**src/rtl/arrow_pkg.sv**
```systemverilog
// rtl/arrow_pkg.sv - shared slot state, direction encodings and default arrow timing
package arrow_pkg;

  typedef enum logic [1:0] {
    SLOT_IDLE     = 2'd0,
    SLOT_ACTIVE   = 2'd1,
    SLOT_COOLDOWN = 2'd2
  } slot_state_e;

  localparam logic [1:0] DIR_DOWN     = 2'b00;
  localparam logic [1:0] DIR_UP       = 2'b01;
  localparam logic [1:0] DIR_RIGHT    = 2'b10;
  localparam logic [1:0] DIR_DOWN_ALT = 2'b11;

  localparam int DEF_LIFE_VERT = 180;
  localparam int DEF_LIFE_HORZ = 256;
  localparam int DEF_HIT_LO    = 150;
  localparam int DEF_HIT_HI    = 175;
  localparam int DEF_HIT_LO_H  = 220;
  localparam int DEF_HIT_HI_H  = 250;

  function automatic logic in_window(input logic [7:0] age, input int lo, input int hi);
    return (int'(age) >= lo) && (int'(age) <= hi);
  endfunction

endpackage

```
**src/rtl/arrow_slot.sv**
```systemverilog
// rtl/arrow_slot.sv - one arrow instance: state, frame age and latched payload
module arrow_slot
  import arrow_pkg::*;
#(
  parameter int LIFE_VERT = DEF_LIFE_VERT,
  parameter int LIFE_HORZ = DEF_LIFE_HORZ
) (
  input  logic        clk,
  input  logic        rst_in,
  input  logic        frame_tick_in,
  input  logic        spawn_in,
  input  logic [1:0]  direction_in,
  input  logic [2:0]  speed_in,
  input  logic        inversed_in,
  input  logic        retire_in,
  output slot_state_e state_out,
  output logic [7:0]  age_out,
  output logic [1:0]  direction_out,
  output logic [2:0]  speed_out,
  output logic        inversed_out,
  output logic        expire_out
);

  slot_state_e state_q, state_d;
  logic [7:0]  age_q, age_d;
  logic [1:0]  direction_q, direction_d;
  logic [2:0]  speed_q, speed_d;
  logic        inversed_q, inversed_d;
  logic [8:0]  life;

  // Age is 8 bits but the horizontal lifetime is 256, so expiry compares the
  // would-be next age in 9 bits instead of the stored value.
  assign life       = (direction_q == DIR_RIGHT) ? 9'(LIFE_HORZ) : 9'(LIFE_VERT);
  assign expire_out = (state_q == SLOT_ACTIVE) && frame_tick_in &&
                      (({1'b0, age_q} + 9'd1) >= life);

  always_comb begin
    state_d     = state_q;
    age_d       = age_q;
    direction_d = direction_q;
    speed_d     = speed_q;
    inversed_d  = inversed_q;
    case (state_q)
      SLOT_IDLE: begin
        if (spawn_in) begin
          state_d     = SLOT_ACTIVE;
          age_d       = 8'd0;
          direction_d = direction_in;
          speed_d     = speed_in;
          inversed_d  = inversed_in;
        end
      end
      SLOT_ACTIVE: begin
        if (retire_in || expire_out) begin
          state_d = SLOT_COOLDOWN;
        end else if (frame_tick_in && (age_q != 8'hff)) begin
          age_d = age_q + 8'd1;
        end
      end
      default: state_d = SLOT_IDLE;
    endcase
  end

  always_ff @(posedge clk) begin
    if (rst_in) begin
      state_q     <= SLOT_IDLE;
      age_q       <= 8'd0;
      direction_q <= 2'd0;
      speed_q     <= 3'd0;
      inversed_q  <= 1'b0;
    end else begin
      state_q     <= state_d;
      age_q       <= age_d;
      direction_q <= direction_d;
      speed_q     <= speed_d;
      inversed_q  <= inversed_d;
    end
  end

  assign state_out     = state_q;
  assign age_out       = age_q;
  assign direction_out = direction_q;
  assign speed_out     = speed_q;
  assign inversed_out  = inversed_q;

endmodule

```
**src/rtl/arrow_scheduler.sv**
```systemverilog
// rtl/arrow_scheduler.sv - allocates arrow slots, judges key presses, serializes misses
module arrow_scheduler
  import arrow_pkg::*;
#(
  parameter int NUM_SLOTS = 4,
  parameter int LIFE_VERT = DEF_LIFE_VERT,
  parameter int LIFE_HORZ = DEF_LIFE_HORZ,
  parameter int HIT_LO    = DEF_HIT_LO,
  parameter int HIT_HI    = DEF_HIT_HI,
  parameter int HIT_LO_H  = DEF_HIT_LO_H,
  parameter int HIT_HI_H  = DEF_HIT_HI_H
) (
  input  logic                   clk,
  input  logic                   rst_in,
  input  logic [10:0]            hcount_in,
  input  logic [9:0]             vcount_in,
  input  logic                   spawn_valid_in,
  output logic                   spawn_ready_out,
  input  logic [1:0]             spawn_direction_in,
  input  logic [2:0]             spawn_speed_in,
  input  logic                   spawn_inversed_in,
  input  logic                   hit_valid_in,
  input  logic [1:0]             hit_direction_in,
  output logic [NUM_SLOTS-1:0]   slot_valid_out,
  output logic [2*NUM_SLOTS-1:0] slot_direction_out,
  output logic [3*NUM_SLOTS-1:0] slot_speed_out,
  output logic [NUM_SLOTS-1:0]   slot_inversed_out,
  output logic                   hit_out,
  output logic                   miss_out
);

  logic                 at_origin_q, at_origin_d;
  logic                 frame_tick_q, frame_tick_d;
  logic [NUM_SLOTS-1:0] pending_q, pending_d;
  logic                 hit_q, hit_d;
  logic                 miss_q, miss_d;

  slot_state_e          state_w [NUM_SLOTS];
  logic [7:0]           age_w   [NUM_SLOTS];
  logic [1:0]           dir_w   [NUM_SLOTS];
  logic [NUM_SLOTS-1:0] expire_w;
  logic [NUM_SLOTS-1:0] spawn_sel;
  logic [NUM_SLOTS-1:0] retire_sel;
  logic [NUM_SLOTS-1:0] miss_all;
  logic                 any_idle;
  logic                 best_found;
  logic [7:0]           best_age;
  logic                 eligible;

  for (genvar i = 0; i < NUM_SLOTS; i++) begin : g_slot
    arrow_slot #(
      .LIFE_VERT(LIFE_VERT),
      .LIFE_HORZ(LIFE_HORZ)
    ) u_slot (
      .clk          (clk),
      .rst_in       (rst_in),
      .frame_tick_in(frame_tick_q),
      .spawn_in     (spawn_sel[i]),
      .direction_in (spawn_direction_in),
      .speed_in     (spawn_speed_in),
      .inversed_in  (spawn_inversed_in),
      .retire_in    (retire_sel[i]),
      .state_out    (state_w[i]),
      .age_out      (age_w[i]),
      .direction_out(dir_w[i]),
      .speed_out    (slot_speed_out[3*i +: 3]),
      .inversed_out (slot_inversed_out[i]),
      .expire_out   (expire_w[i])
    );
    assign slot_valid_out[i]           = (state_w[i] == SLOT_ACTIVE);
    assign slot_direction_out[2*i +: 2] = dir_w[i];
  end

  // Retiring slots sit in COOLDOWN, never IDLE, so they cannot be re-picked here.
  always_comb begin
    spawn_sel = '0;
    any_idle  = 1'b0;
    for (int i = 0; i < NUM_SLOTS; i++) begin
      if (!any_idle && state_w[i] == SLOT_IDLE) begin
        spawn_sel[i] = spawn_valid_in;
        any_idle     = 1'b1;
      end
    end
  end

  assign spawn_ready_out = any_idle;

  always_comb begin
    retire_sel = '0;
    best_found = 1'b0;
    best_age   = 8'd0;
    eligible   = 1'b0;
    for (int i = 0; i < NUM_SLOTS; i++) begin
      eligible = hit_valid_in && (state_w[i] == SLOT_ACTIVE) &&
                 (dir_w[i] == hit_direction_in) &&
                 ((dir_w[i] == DIR_RIGHT) ? in_window(age_w[i], HIT_LO_H, HIT_HI_H)
                                          : in_window(age_w[i], HIT_LO, HIT_HI));
      if (eligible && (!best_found || age_w[i] > best_age)) begin
        retire_sel    = '0;
        retire_sel[i] = 1'b1;
        best_found    = 1'b1;
        best_age      = age_w[i];
      end
    end
  end

  // Pending misses drain lowest index first, one pulse per cycle.
  always_comb begin
    at_origin_d  = (hcount_in == 11'd0) && (vcount_in == 10'd0);
    frame_tick_d = at_origin_d && !at_origin_q;
    hit_d        = |retire_sel;
    miss_all     = pending_q | (expire_w & ~retire_sel);
    miss_d       = |miss_all;
    pending_d    = miss_all & (miss_all - 1'b1);
  end

  always_ff @(posedge clk) begin
    if (rst_in) begin
      at_origin_q  <= 1'b0;
      frame_tick_q <= 1'b0;
      pending_q    <= '0;
      hit_q        <= 1'b0;
      miss_q       <= 1'b0;
    end else begin
      at_origin_q  <= at_origin_d;
      frame_tick_q <= frame_tick_d;
      pending_q    <= pending_d;
      hit_q        <= hit_d;
      miss_q       <= miss_d;
    end
  end

  assign hit_out  = hit_q;
  assign miss_out = miss_q;

endmodule

```
**config.mk**
```make
export PLATFORM = sky130hd
export DESIGN_NAME = arrow_scheduler
export DESIGN_NICKNAME = d
export VERILOG_FILES = /design/src/rtl/arrow_pkg.sv /design/src/rtl/arrow_slot.sv /design/src/rtl/arrow_scheduler.sv
export SDC_FILE = /design/constraint.sdc
export NUM_CORES = 1
export LEC_CHECK = 0
export ABC_AREA = 1
export BUFFER_PORTS_ARGS = -buffer_cell sky130_fd_sc_hd__buf_2
export CAP_MARGIN = 0
export CORE_ASPECT_RATIO = 2
export CORE_MARGIN = 2
export CORE_UTILIZATION = 27
export CTS_CLUSTER_DIAMETER = 200
export DETAILED_ROUTE_END_ITERATION = 16
export SYNTH_ARGS = -nofsm -noshare
export SYNTH_HDL_FRONTEND = slang
export SYNTH_SLANG_ARGS = --single-unit
```
**constraint.sdc**
```tcl
create_clock -name clk -period 5.37 [get_ports clk]
set_input_delay 0.2685 -clock clk [delete_from_list [all_inputs] [get_ports clk]]
set_output_delay 0.2685 -clock clk [all_outputs]
set_load 0.02 [all_outputs]
```
Word level (Yosys, flattened, before mapping):

Cells that the tools add are included.

* output and inout bits: 31
* bits in registers: 72

* $lt $le $gt $ge: 23
* bitwise gates (word level): 4
* add/sub/neg operators: 9
* multiplexer cells: 54
* reduce and logical (&&, ||, !) cells: 78
* equal/unequal tests: 32

Operators with widths (number)
* 8-bit 2-to-1 mux: 15
* 8-bit greater-or-equal comparator, second input constant: 8
* 8-bit <= comparator, second input constant: 8
* 8-bit one-hot mux with 2 select lines: 4
* 1-bit logical AND: 40
* 8-bit by 1-bit adder with 9-bit output, second input constant: 4
* 9-bit greater-or-equal comparator: 4
* 9-bit 2-to-1 mux: 4
* 8-bit by 1-bit adder with 8-bit output, second input constant: 4
* 8-bit != test, second input constant: 4
* 8-bit greater-than comparator: 3
* 2-bit by 1-bit != test with 1-bit output, second input constant: 12
* 1-bit 2-to-1 mux: 16
* 2-bit 2-to-1 mux: 8
* 2-bit one-hot mux with 2 select lines: 4
* 2-bit AND reduction: 8
* 4-bit AND reduction: 4
* 4-bit 2-to-1 mux: 3
* 11-bit zero test: 1
* 10-bit zero test: 1
* 4-bit bitwise AND: 2
* 2-bit by 1-bit == test with 1-bit output, second input constant: 4
* 2-bit == test: 4
* 2-bit == test, second input constant: 4
* other kinds (9): 31

Longest topological paths before layout:

Gate-level depths: netlist of run 1.

* depth after elaboration: 22
* mapped depth: 50

Hierarchy:

From an unflattened synthesis of run 1, not the netlist that was laid out.

* cell total of the unflattened synthesis: 948
* area total of the unflattened synthesis: 6103.4 sq um

By module, submodules not included
* arrow_slot at g_slot[0].u_slot ...: cells each 152, times used 3, area each 1052.3 sq um
* arrow_scheduler: cells each 339, times used 1, area each 1928.1 sq um
* arrow_slot at g_slot[3].u_slot: cells each 153, times used 1, area each 1018.5 sq um

Worst setup path before layout of run 1:

No wires, ideal clock.

* path kind: register to register
* start: reg g_slot[0].u_slot.direction_q[1]
* end: reg g_slot[1].u_slot.age_q[5]
* period minus slack after synthesis: 5486 ps
* data required time: 5254 ps
* library setup time: 116 ps
* cell stages (with the launch flop): 44
* setup slack: -116 ps
* arrival: 5370 ps
* cells stage by stage: dfxtp_1 inv_1 nor2_1 inv_1 nand2_2 inv_1 nor2_1 buf_2 nand2_1 ha_1 nand2_1 inv_1 o21ai_0 nand2_1 nand2_1 nand2_1 nand2_1 nand2_2 (+8 left out) nand2_1 a21oi_4 inv_2 clkbuf_1 nand2_1 o21ai_0 ha_1 nand2_1 o21ai_0 a21oi_1 or2_2 nand2_2 nand2_4 nand2_2 nand3_2 buf_4 a21oi_1 nor2_1

* longest elaborated chain between the ends: 19
* elaborated cells on any way between the ends: 29

Ends and longest elaborated chain
* start, declared: line arrow_slot.sv:26 `logic [1:0] direction_q, direction_d;`
* start signal, assigned: line arrow_slot.sv:74 `direction_q <= direction_d;`
* 2-bit == test, on equally long branches: line arrow_scheduler.sv:96, arrow_scheduler.sv:95
* 1-bit 2-to-1 mux / 1-bit logical AND (equally long branches): line arrow_scheduler.sv:96, arrow_scheduler.sv:94
* 1-bit logical AND *: line arrow_scheduler.sv:95 `(dir_w[i] == hit_direction_in) &&`
* 8-bit 2-to-1 mux / 1-bit 2-to-1 mux (equally long branches): line arrow_scheduler.sv:98 `if (eligible && (!best_found || age_w[i] > best_age)) begin`
* 8-bit greater-than comparator / 1-bit zero test (equally long branches): line arrow_scheduler.sv:98
* 1-bit logical OR: line arrow_scheduler.sv:98
* 1-bit logical AND: line arrow_scheduler.sv:98
* 8-bit 2-to-1 mux / 1-bit 2-to-1 mux (equally long branches): line arrow_scheduler.sv:98
* (+3 left out)
* 8-bit 2-to-1 mux / 1-bit 2-to-1 mux (equally long branches): line arrow_scheduler.sv:98
* 8-bit greater-than comparator / 1-bit zero test (equally long branches): line arrow_scheduler.sv:98
* 1-bit logical OR: line arrow_scheduler.sv:98
* 1-bit logical AND: line arrow_scheduler.sv:98
* 4-bit 2-to-1 mux *: line arrow_scheduler.sv:98
* 1-bit logical OR *: line arrow_slot.sv:54 `if (retire_in || expire_out) begin`
* 2-bit != test (no source line) *
* 4-bit AND reduction (no source line) *
* end signal, assigned: line arrow_slot.sv:73 `age_q <= age_d;`
* end, declared: line arrow_slot.sv:25 `logic [7:0] age_q, age_d;`

Every way passes the cells marked *; elsewhere a longest branch is shown, timed or not.
A chain may end at the register's enable or synchronous reset.

Worst setup path after layout of run 1:

* start: reg g_slot[0].u_slot.state_q[1]
* end: reg g_slot[1].u_slot.age_q[2]

* longest elaborated chain between the ends: 20
* elaborated cells on any way between the ends: 34

Ends and longest elaborated chain
* start, declared: line arrow_slot.sv:24 `slot_state_e state_q, state_d;`
* start signal, assigned: line arrow_slot.sv:72 `state_q <= state_d;`
* 2-bit by 1-bit == test with 1-bit output: line arrow_scheduler.sv:94 `eligible = hit_valid_in && (state_w[i] == SLOT_ACTIVE) &&`
* 1-bit logical AND (2 in series): line arrow_scheduler.sv:94
* 1-bit logical AND: line arrow_scheduler.sv:95
* 8-bit 2-to-1 mux / 1-bit 2-to-1 mux (equally long branches): line arrow_scheduler.sv:98
* 8-bit greater-than comparator / 1-bit zero test (equally long branches): line arrow_scheduler.sv:98
* 1-bit logical OR: line arrow_scheduler.sv:98
* 1-bit logical AND: line arrow_scheduler.sv:98
* 8-bit 2-to-1 mux / 1-bit 2-to-1 mux (equally long branches): line arrow_scheduler.sv:98
* (+3 left out)
* 8-bit 2-to-1 mux / 1-bit 2-to-1 mux (equally long branches): line arrow_scheduler.sv:98
* 8-bit greater-than comparator / 1-bit zero test (equally long branches): line arrow_scheduler.sv:98
* 1-bit logical OR: line arrow_scheduler.sv:98
* 1-bit logical AND: line arrow_scheduler.sv:98
* 4-bit 2-to-1 mux: line arrow_scheduler.sv:98
* 1-bit logical OR: line arrow_slot.sv:54
* 2-bit != test (no source line)
* 4-bit AND reduction (no source line) *

Marked as above.

==> results of run 1 <==
-- worst max-delay path by stage --
stage | from | to | slack (ns) | depth (start not counted)
6_report | g_slot[0].u_slot.state_out[1] | g_slot[1].u_slot.age_out[2] | -0.02 | 45
5_1_grt | g_slot[0].u_slot.state_out[1] | g_slot[3].u_slot.age_out[7] | -0.37 | 43
4_1_cts | g_slot[0].u_slot.state_out[1] | g_slot[1].u_slot.age_out[2] | 0.008 | 41
3_5_place_dp | hit_direction_in[1] | g_slot[1].u_slot.age_out[2] | -0.25 | 42
3_3_place_gp | hit_direction_in[1] | g_slot[0].u_slot.age_out[4] | -0.09 | 43
2_1_floorplan | g_slot[0].u_slot.direction_out[1] | g_slot[1].u_slot.age_out[5] | 0.07 | 43
-- repair_timing --
item	CTS	global route
gates resized for setup	12	83
endpoints found under the hold margin	0	0
pin swaps	2	32
buffers inserted	2	11
cloned	1	2
hold buffers	0	0
endpoints found under the setup margin	41	44
-- worst min-delay path, stage by stage --
cell,delay (ns)
buf_2,0.08
nor3_1,0.04
nand4_1,0.08
inv_1,0.04
-- cell usage after synthesis (all sizes together) --
master    n  area [um^2]
ha       55          688
a21oi    81          420
xnor2     5         43.8
and2      1         6.26
nor2    101          415
or4       1         7.51
nand2   220          891
a31oi     1         6.26
xor2     12          105
nand3    53          330
dfxtp    71         1420
nand3b    2         15.0
nor3      5         25.0
inv     116          435
clkinv    1         3.75
nor3b     1         7.51
or2       2         12.5
o211ai    1         7.51
o22ai     2         12.5
nor4      4         25.0
a21o      2         15.0
a21boi    4         30.0
o21a      4         30.0
and3      3         18.8
o21ai    48          240
o31ai     1         12.5
clkbuf   11         42.5
buf      13          103
nand4    21          138
-- final cells by class --
type	count	area [um^2]	share of cell area, %
multi-input combinational	632	3800	52.8
sequential	71	1430	19.8
timing repair buffer	129	881	12.3
inverter	117	444	6.18
tap	266	333	4.63
clock buffer	10	239	3.33
clock inverter	5	58.8	0.818
timing repair inverter	1	7.51	0.104
-- through the flow --
step           setup WS (ns)  cell area, um^2  hold slack, ns  TNS, ns  power, mW
5_1_grt               -0.373             7190           0.228   -12.32       1.37
3_5_place_dp          -0.247             6430           0.378    -7.09      0.708
4_1_cts              0.00798             6790           0.204        0       1.31
2_1_floorplan         0.0718             5510           0.368        0      0.646
3_3_place_gp         -0.0945             6430           0.376    -1.75      0.705
6_report             -0.0224             7190           0.209  -0.0435       1.32
-- logic make-up after synthesis --
| logic type | after synthesis | share of synthesized area, % |
|---|---|---|
| xor gates and xnor gates | 17 | 2.70 |
| DFF | 71 | 25.8 |
| and+or+nand+nor | 414 | 34.3 |
| adders and majority gates | 55 | 12.5 |
| AOI/OAI and AO/OA | 144 | 14.1 |
| buffers and inverters | 141 | 10.6 |
-- per-layer routing --
metal / up-vias / share of wire (%) / GRT usage (%)
li1: 2967 / - / -
met4: 0 / 2.0 / 5.52
met5: - / 0 / 0
met1: 2600 / 46 / 19.2
met2: 147 / 47 / 25.6
met3: 25 / 4.7 / 2.52
-- power breakdown --
group | leakage (nW) | internal [mW] | switching, mW | total, mW
clock network | 0.141 | 0.369 | 0.233 | 0.603
logic | 2.59 | 0.0624 | 0.103 | 0.165
registers | 0.576 | 0.538 | 0.00988 | 0.548
total | 3.31 | 0.970 | 0.346 | 1.32
-- flip-flops by register name (all words and copies together) (netlist names) --
| register | cells |
|---|---|
| at_origin_q | 1 |
| g_slot.u_slot.state_out | 8 |
| miss_out | 1 |
| g_slot.u_slot.speed_out | 12 |
| g_slot.u_slot.direction_out | 8 |
| g_slot.u_slot.age_out | 32 |
| pending_q | 3 |
| g_slot.u_slot.inversed_out | 4 |
| hit_out | 1 |
| frame_tick_q | 1 |
==> results_dict.tcl, run 1 <==
set metrics [dict create \
    cellLeakagePower_nw 3.31 \
    report.final.slew_viol_count 0 \
    numPlacedInstances 1201 \
    synth.cell_area_um2 5510 \
    chipWidth_um 105 \
    power_per_cell_area_nw_per_um2 183 \
    chipHeight_um 206 \
    drtIter0Drc 378 \
    critical_path.startpoint_type "flop" \
    route.detailed.wl_per_inst_um 13.4 \
    crit_path_frequent_cell "nand2_1" \
    clock_tree.htree_level_count 3 \
    leading_cell_type_in_the_layout_fill_and_taps_excluded "nand2_1" \
    hold_violations 0 \
    synthDistinctLibCells 46 \
    first_global_vias 5495 \
    clock_tree_from_tritoncts "yes" \
    totalWireLength_um 16400 \
    i_o_buffers 63 \
    post_synth.cell_area_avg_um2 6.54 \
    post_synth_inst_count 842 \
    critical-path-top-delay-family "simple AND/OR/NAND/NOR gates" \
    grt_setup_unrepaired "true" \
    cts.path.max_buffers 2 \
    synth.net_count 930 \
    post_drt_via_cell_ratio 4.66 \
    final.fill_count 2200 \
    r2r_startpoint "g_slot[0].u_slot.state_out[1]" \
    initial_utilization_pct 27.3 \
    grt_first_pass_wirelength_um 26500 \
    placeableCoreArea_um2 20200 \
    finalCriticalPeriod_ns 5.39 \
    slew_worst_pin_ns 0.896 \
    timing.critical_path.to_type "flop" \
    global_route_usage_over_all_layers_pct 15.1 \
    gp_congestion 0.911 \
    run_status "finished, violations left" \
    post_route_cells_drive_above_1_share_pct 25.4 \
    detailedPlacementHpwl_um 12600 \
    ant_nets 0 \
    global_route.overflow_total 0 \
    fmax_achieved_mhz 185 \
    rr_worst_depth 45 \
    yosys_register_bits 71 \
    worst_max_slew_margin_expressed_relative_to_the_limit_pct 39.9 \
    crit_path_max_fanout 6 \
    final_cell_mix "nand2_1 (192), inv_1 (99), nor2_1 (88)" \
    synth.yosys.seq_area_share_pct 25.8 \
    hold_path.class "in -> reg" \
    finalCoreUtilization_pct 35.6 \
    hold_path_start "hcount_in[1]" \
    crit_slowest_cell "dfxtp_2" \
    detailroute.via_count 5739 \
    slowest_delay_ns 0.32 \
    clk-insertion-delay-late_ns 0.34 \
    vdd_drop_max_mv 0.181 \
    hold_depth 4 \
    worst_hold_path.endpoint "at_origin_q" \
    drcViolationCount 0 \
    drt_pre_antenna_iters 5 \
    violations_in_the_final_reports "setup timing" \
    path_clk_slew_ns 0.06 \
    setup_viol 2 \
    clock_tree.root_cell "clkbuf_16" \
    critical_path.n_buffers_inverters 9 \
    die-area_um2 21600 \
    worstSetupPathType "reg -> reg" \
    fin_cells 1231 \
    worst_reg2reg_path_endpoint "g_slot[1].u_slot.age_out[2]" \
    cap_viol_max_count 0 \
    min_period_over_period_pct 100 \
    worst_ep_arrival_time_ns 5.62 \
    clock_net_sink_count 71 \
    row_count 74 \
    maximum_number_of_pins_on_one_net_before_global_route_repair 49 \
    synthToLayoutAreaGrowth_pct 30.5 \
    clock_buffers_created_by_tritoncts 9 \
    timing.final.ws_setup_ns -0.0224 \
    worstPathRequired_ns 5.60 \
    yosys_warnings 0 \
    antennaDiodeCount 0 \
    timing.clock.skew_ns 0.00798 \
    reg2reg_setup_slack_ns -0.02 \
    boundaryPins 64 \
    nets 1049 \
    grt_antenna_before_repair 0 \
]
No activity file was read; power rests on OpenSTA's default activity.
==> run 2: changes to the inputs <==
CORE_ASPECT_RATIO = 0.75   (was 2)
==> run 2 against run 1 <==
- core utilization about the same
- combinational power down 5%
- sequential power about the same
- the run now ends clean
- first-iteration DRC count up 32%
- clock power up 17%
- critical path depth down 5
- non-clock buffer count down 15
- register-to-register slack better by 0.11 ns
- highest routed layer unchanged
==> results_dict.tcl, run 2 (synthesized netlist as in run 1, its figures left out) <==
set metrics [dict create \
    worstPathRequired_ns 5.59 \
    slew_worst_pin_ns 0.779 \
    chipHeight_um 128 \
    worst_ep_arrival_time_ns 5.49 \
    slowest_delay_ns 0.34 \
    clock_buffers_created_by_tritoncts 9 \
    r2r_startpoint "g_slot[0].u_slot.state_out[1]" \
    die-area_um2 21600 \
    first_global_vias 5040 \
    share_comb_of_total_power_pct 11.2 \
    worstSetupPathType "reg -> reg" \
    clk-insertion-delay-late_ns 0.34 \
    post_drt_via_cell_ratio 4.75 \
    clock_tree_from_tritoncts "yes" \
    path_clk_slew_ns 0.06 \
    cts.path.max_buffers 2 \
    detailedPlacementHpwl_um 12700 \
    boundaryPins 64 \
    share_seq_of_total_power_pct 38.8 \
    drtIter0Drc 498 \
    clock_tree.htree_level_count 3 \
    power_per_cell_area_nw_per_um2 197 \
    dpl-instance-area_um2 6280 \
    maximum_number_of_pins_on_one_net_before_global_route_repair 34 \
    global_route.overflow_total 0 \
    antennaDiodeCount 0 \
    min_period_over_period_pct 98.3 \
    grt_antenna_before_repair 0 \
    final.fill_count 2084 \
    reg2reg_setup_slack_ns 0.09 \
    crit_path_max_fanout 8 \
    critical_path.endpoint "g_slot[2].u_slot.age_out[4]" \
    report.final.slew_viol_count 0 \
    swShare_pct 24.9 \
    crit_start "g_slot[0].u_slot.state_out[1]" \
    postLayoutCellArea_um2 7160 \
    leading_cell_type_in_the_layout_fill_and_taps_excluded "nand2_1" \
    grt_setup_unrepaired "true" \
    crit_path_frequent_cell "nand2_2" \
    multi_input_combinational_cell_area_um2 3860 \
    timing.critical_path.to_type "flop" \
    initial_utilization_pct 27.4 \
    vdd_drop_max_mv 0.200 \
    fmax_achieved_mhz 189 \
    drcViolationCount 0 \
    chipWidth_um 169 \
    critical_path.startpoint_type "flop" \
    final_cell_mix "nand2_1 (184), inv_1 (100), nor2_1 (88)" \
    worst_max_slew_margin_expressed_relative_to_the_limit_pct 47.8 \
    cap_viol_max_count 0 \
    hold_path_start "spawn_speed_in[1]" \
    cellLeakagePower_nw 3.24 \
    post_route_cells_drive_above_1_share_pct 25.5 \
    setup_viol 0 \
    worst_reg2reg_path_endpoint "g_slot[2].u_slot.age_out[4]" \
    synthToLayoutAreaGrowth_pct 29.9 \
    ant_nets 0 \
    hold_violations 0 \
    grt_first_pass_wirelength_um 26800 \
    rr_worst_depth 40 \
    i_o_buffers 63 \
    totalWireLength_um 17200 \
    final.hold.worst_slack_ns 0.218 \
    detailroute.via_count 5752 \
    nets 1035 \
    internal-power_mw 1.06 \
    hold_depth 3 \
    global_route_usage_over_all_layers_pct 15.6 \
    numPlacedInstances 1176 \
    run_status "finished clean" \
    register_area_um2 1430 \
    drt_pre_antenna_iters 5 \
    p_switching_mw 0.351 \
    clock_tree.root_cell "clkbuf_16" \
    crit_slowest_cell "ha_1" \
    hold_path.class "in -> reg" \
    route.detailed.wl_per_inst_um 14.2 \
    gp_congestion 0.908 \
    fin_cells 1210 \
    timing.clock.skew_ns 0.00924 \
    finalCriticalPeriod_ns 5.28 \
    clock_net_sink_count 71 \
    finalCoreUtilization_pct 35.6 \
    clock_power_share_pct 50.0 \
    placeableCoreArea_um2 20100 \
    largest_reg_flops 32 \
    row_count 45 \
]
-- run 2: changes by cell type in the layout (fill, tap and decap cells not counted), moves of 4 or more --
cell | before | now
buf_6 | 12 | 5
buf_4 | 52 | 45
nand2_1 | 192 | 184
nand2_2 | 18 | 22
-- run 2: power groups by stage --
stage	Clock, mW	Combinational [mW]	Sequential (mW)
floorplan	0	0.0827	0.564
global placement	0	0.146	0.558
detailed placement	0	0.146	0.558
CTS	0.714	0.147	0.547
global route	0.736	0.175	0.548
finish	0.705	0.157	0.547
-- run 2: how the worst min path moves through the flow --
| stage | slack [ns] | end |
|---|---|---|
| finish | 0.22 | g_slot[3].u_slot.speed_out[1] |
| global route | 0.22 | g_slot[3].u_slot.speed_out[0] |
| CTS | 0.21 | g_slot[3].u_slot.speed_out[1] |
| detailed placement | 0.38 | frame_tick_q |
| global placement | 0.38 | frame_tick_q |
| floorplan | 0.37 | frame_tick_q |
-- run 2: area by class of cell --
cell class | instances | area share, %
Multi-Input combinational cell | 633 | 54.0
Sequential cell | 71 | 20.0
Timing Repair inverter | 1 | 0.0874
Inverter | 117 | 6.35
Clock buffer | 10 | 3.34
Clock inverter | 6 | 1.50
Tap cell | 258 | 4.51
Timing Repair Buffer | 114 | 10.2
-- run 2: per-layer routing --
metal	vias to the layer above	global-route usage, %	routed length (um)
li1	2953	-	-
met4	0	2.89	183
met1	2614	23.6	8790
met5	-	0	0
met2	164	22.9	7090
met3	21	3.37	1090
-- run 2: per-stage QoR --
stage | total power, mW | setup slack [ns] | setup TNS, ns
after detailed placement | 0.704 | -0.210 | -3.84
final | 1.41 | 0.0912 | 0
after floorplan | 0.646 | 0.0718 | 0
after CTS | 1.41 | 0.0194 | 0
after global routing | 1.46 | -0.230 | -6.70
after global placement | 0.704 | -0.151 | -2.34
-- run 2: critical path: cells and delay by family, from the launching register on --
| family | cells | cell delay (ns) |
|---|---|---|
| and+or+nand+nor | 22 | 2.19 |
| adders and majority gates | 3 | 0.91 |
| AOI/OAI and AO/OA | 9 | 1.17 |
| buffers and inverters | 6 | 0.53 |
| DFF | 1 | 0.32 |
-- run 2: repair_timing --
action                                  in CTS  in global routing
pin swaps                                    1                 44
setup buffers                                1                 13
endpoints found under the setup margin      38                 44
cloned                                       0                  4
resized for setup                            9                 99
hold buffers                                 0                  0
==> run 3: changes to the inputs <==
RECOVER_POWER = 100   (was unset)
==> run 3 against run 2 <==
- global-route usage unchanged
- via count decreased by 0.33%
- core utilization fell by 0.14 points
- non-clock buffer count unchanged
- largest cell class unchanged
- combinational power about the same
==> results_dict.tcl, run 3 (synthesized netlist as in run 1, its figures left out) <==
set metrics [dict create \
    largest_reg_flops 32 \
    final_cell_mix "nand2_1 (184), inv_1 (100), nor2_1 (88)" \
    leading_cell_type_in_the_layout_fill_and_taps_excluded "nand2_1" \
    fin_tns_setup_ns 0 \
    drtIter0Drc 486 \
    clock_buffers_created_by_tritoncts 9 \
    timing.clock.skew_ns 0.0115 \
    r2r_startpoint "g_slot[0].u_slot.state_out[1]" \
    clock_net_sink_count 71 \
    cts.path.max_buffers 2 \
    route.detailed.wl_per_inst_um 14.2 \
    crit_path_max_fanout 8 \
    detailroute.via_count 5733 \
    row_count 45 \
    swShare_pct 25.1 \
    drt_pre_antenna_iters 5 \
    power_per_cell_area_nw_per_um2 198 \
    cellLeakagePower_nw 3.15 \
    clock_tree_from_tritoncts "yes" \
    slew_worst_pin_ns 0.787 \
    grt_first_pass_wirelength_um 26800 \
    report.final.slew_viol_count 0 \
    initial_utilization_pct 27.4 \
    setup_viol 0 \
    clock_tree.htree_level_count 3 \
    antennaDiodeCount 0 \
    maximum_number_of_pins_on_one_net_before_global_route_repair 34 \
    nets 1035 \
    grt_setup_unrepaired "true" \
    clock_power_share_pct 50.2 \
    clk-insertion-delay-late_ns 0.34 \
    grt_antenna_before_repair 0 \
    number_of_hold_buffers_added_after_cts 0 \
    cap_viol_max_count 0 \
    postLayoutCellArea_um2 7130 \
    timing.critical_path.to_type "flop" \
    worst_max_slew_margin_expressed_relative_to_the_limit_pct 47.5 \
    share_comb_of_total_power_pct 11.1 \
    fmax_achieved_mhz 190 \
    chipHeight_um 128 \
    hold_path.class "in -> reg" \
    drcViolationCount 0 \
    rr_worst_depth 40 \
    min_period_over_period_pct 98.2 \
    die-area_um2 21600 \
    numPlacedInstances 1176 \
    global_route_usage_over_all_layers_pct 15.6 \
    totalWireLength_um 17100 \
    synthToLayoutAreaGrowth_pct 29.4 \
    first_global_vias 5040 \
    vdd_drop_max_mv 0.198 \
    post_drt_via_cell_ratio 4.74 \
    p_switching_mw 0.355 \
    crit_slowest_cell "ha_1" \
    hold_violations 0 \
    chipWidth_um 169 \
    run_status "finished clean" \
    crit_start "g_slot[0].u_slot.state_out[1]" \
    internal-power_mw 1.06 \
    slowest_delay_ns 0.34 \
    final.fill_count 2090 \
    i_o_buffers 63 \
    clock_tree.root_cell "clkbuf_16" \
    post_route_cells_drive_above_1_share_pct 23.2 \
    dpl-instance-area_um2 6280 \
    fin_cells 1210 \
    boundaryPins 64 \
    share_seq_of_total_power_pct 38.8 \
    worstSetupPathType "reg -> reg" \
    detailedPlacementHpwl_um 12700 \
    path_clk_slew_ns 0.06 \
    worst_ep_arrival_time_ns 5.50 \
    global_route.overflow_total 0 \
    ant_nets 0 \
    crit_path_frequent_cell "nand2_2" \
    worstPathRequired_ns 5.59 \
    gp_congestion 0.908 \
    placeableCoreArea_um2 20100 \
    finalCoreUtilization_pct 35.5 \
    finalCriticalPeriod_ns 5.28 \
    hold_depth 3 \
    hold_path_start "spawn_speed_in[1]" \
    critical_path.startpoint_type "flop" \
]
## run 3: changes by cell type in the layout (fill, tap and decap cells not counted), sizes merged
cell    before  now
buf        114   92
clkbuf      10   32
## run 3: through the flow
step / hold slack (ns) / power, mW / worst slack (ns)
floorplan: 0.368 / 0.646 / 0.0718
global placement: 0.377 / 0.704 / -0.151
detailed placement: 0.381 / 0.704 / -0.210
CTS: 0.206 / 1.41 / 0.0194
global route: 0.217 / 1.46 / -0.230
finish: 0.212 / 1.41 / 0.0944
## run 3: timing repair
item,in CTS,in global routing
resized for setup,9,99
setup endpoints to repair,38,44
setup buffers,1,13
pin swaps,1,44
cloned,0,4
## run 3: worst paths after layout
path / to / slack (ns)
max: g_slot[2].u_slot.age_out[4] / 0.09
min: g_slot[3].u_slot.speed_out[1] / 0.21
max reg2reg: g_slot[2].u_slot.age_out[4] / 0.09
min reg2reg: frame_tick_q / 0.38
## run 3: layer usage
layer  up-vias  track usage, %  routed length, um
li1       2954               -                  -
met1      2612            23.6               8900
met5         -               0                  0
met3        17            3.37                978
met4         0            2.89                170
met2       150            22.9               7090
## run 3: layout make-up
cell class / instances / area (um^2) / share of cell area [%]
Clock buffer: 10 / 239 / 3.35
Clock inverter: 6 / 108 / 1.51
Inverter: 117 / 454 / 6.37
Multi-Input combinational cell: 633 / 3860 / 54.2
Sequential cell: 71 / 1430 / 20.1
Tap cell: 258 / 323 / 4.53
Timing Repair Buffer: 114 / 702 / 9.85
Timing Repair inverter: 1 / 6.26 / 0.0878
## run 3: power by group through the flow
stage / combinational (mW) / sequential [mW] / clock [mW]
floorplan: 0.0827 / 0.564 / 0
global placement: 0.146 / 0.558 / 0
detailed placement: 0.146 / 0.558 / 0
CTS: 0.147 / 0.547 / 0.714
global route: 0.173 / 0.548 / 0.736
finish: 0.156 / 0.547 / 0.708
## run 3: critical path: cells and delay by family, from the launching register on
kind	cells	cell delay, ns
and+or+nand+nor	22	2.19
adders and majority gates	3	0.91
buffers and inverters	6	0.53
DFF	1	0.32
AOI/OAI and AO/OA	9	1.17
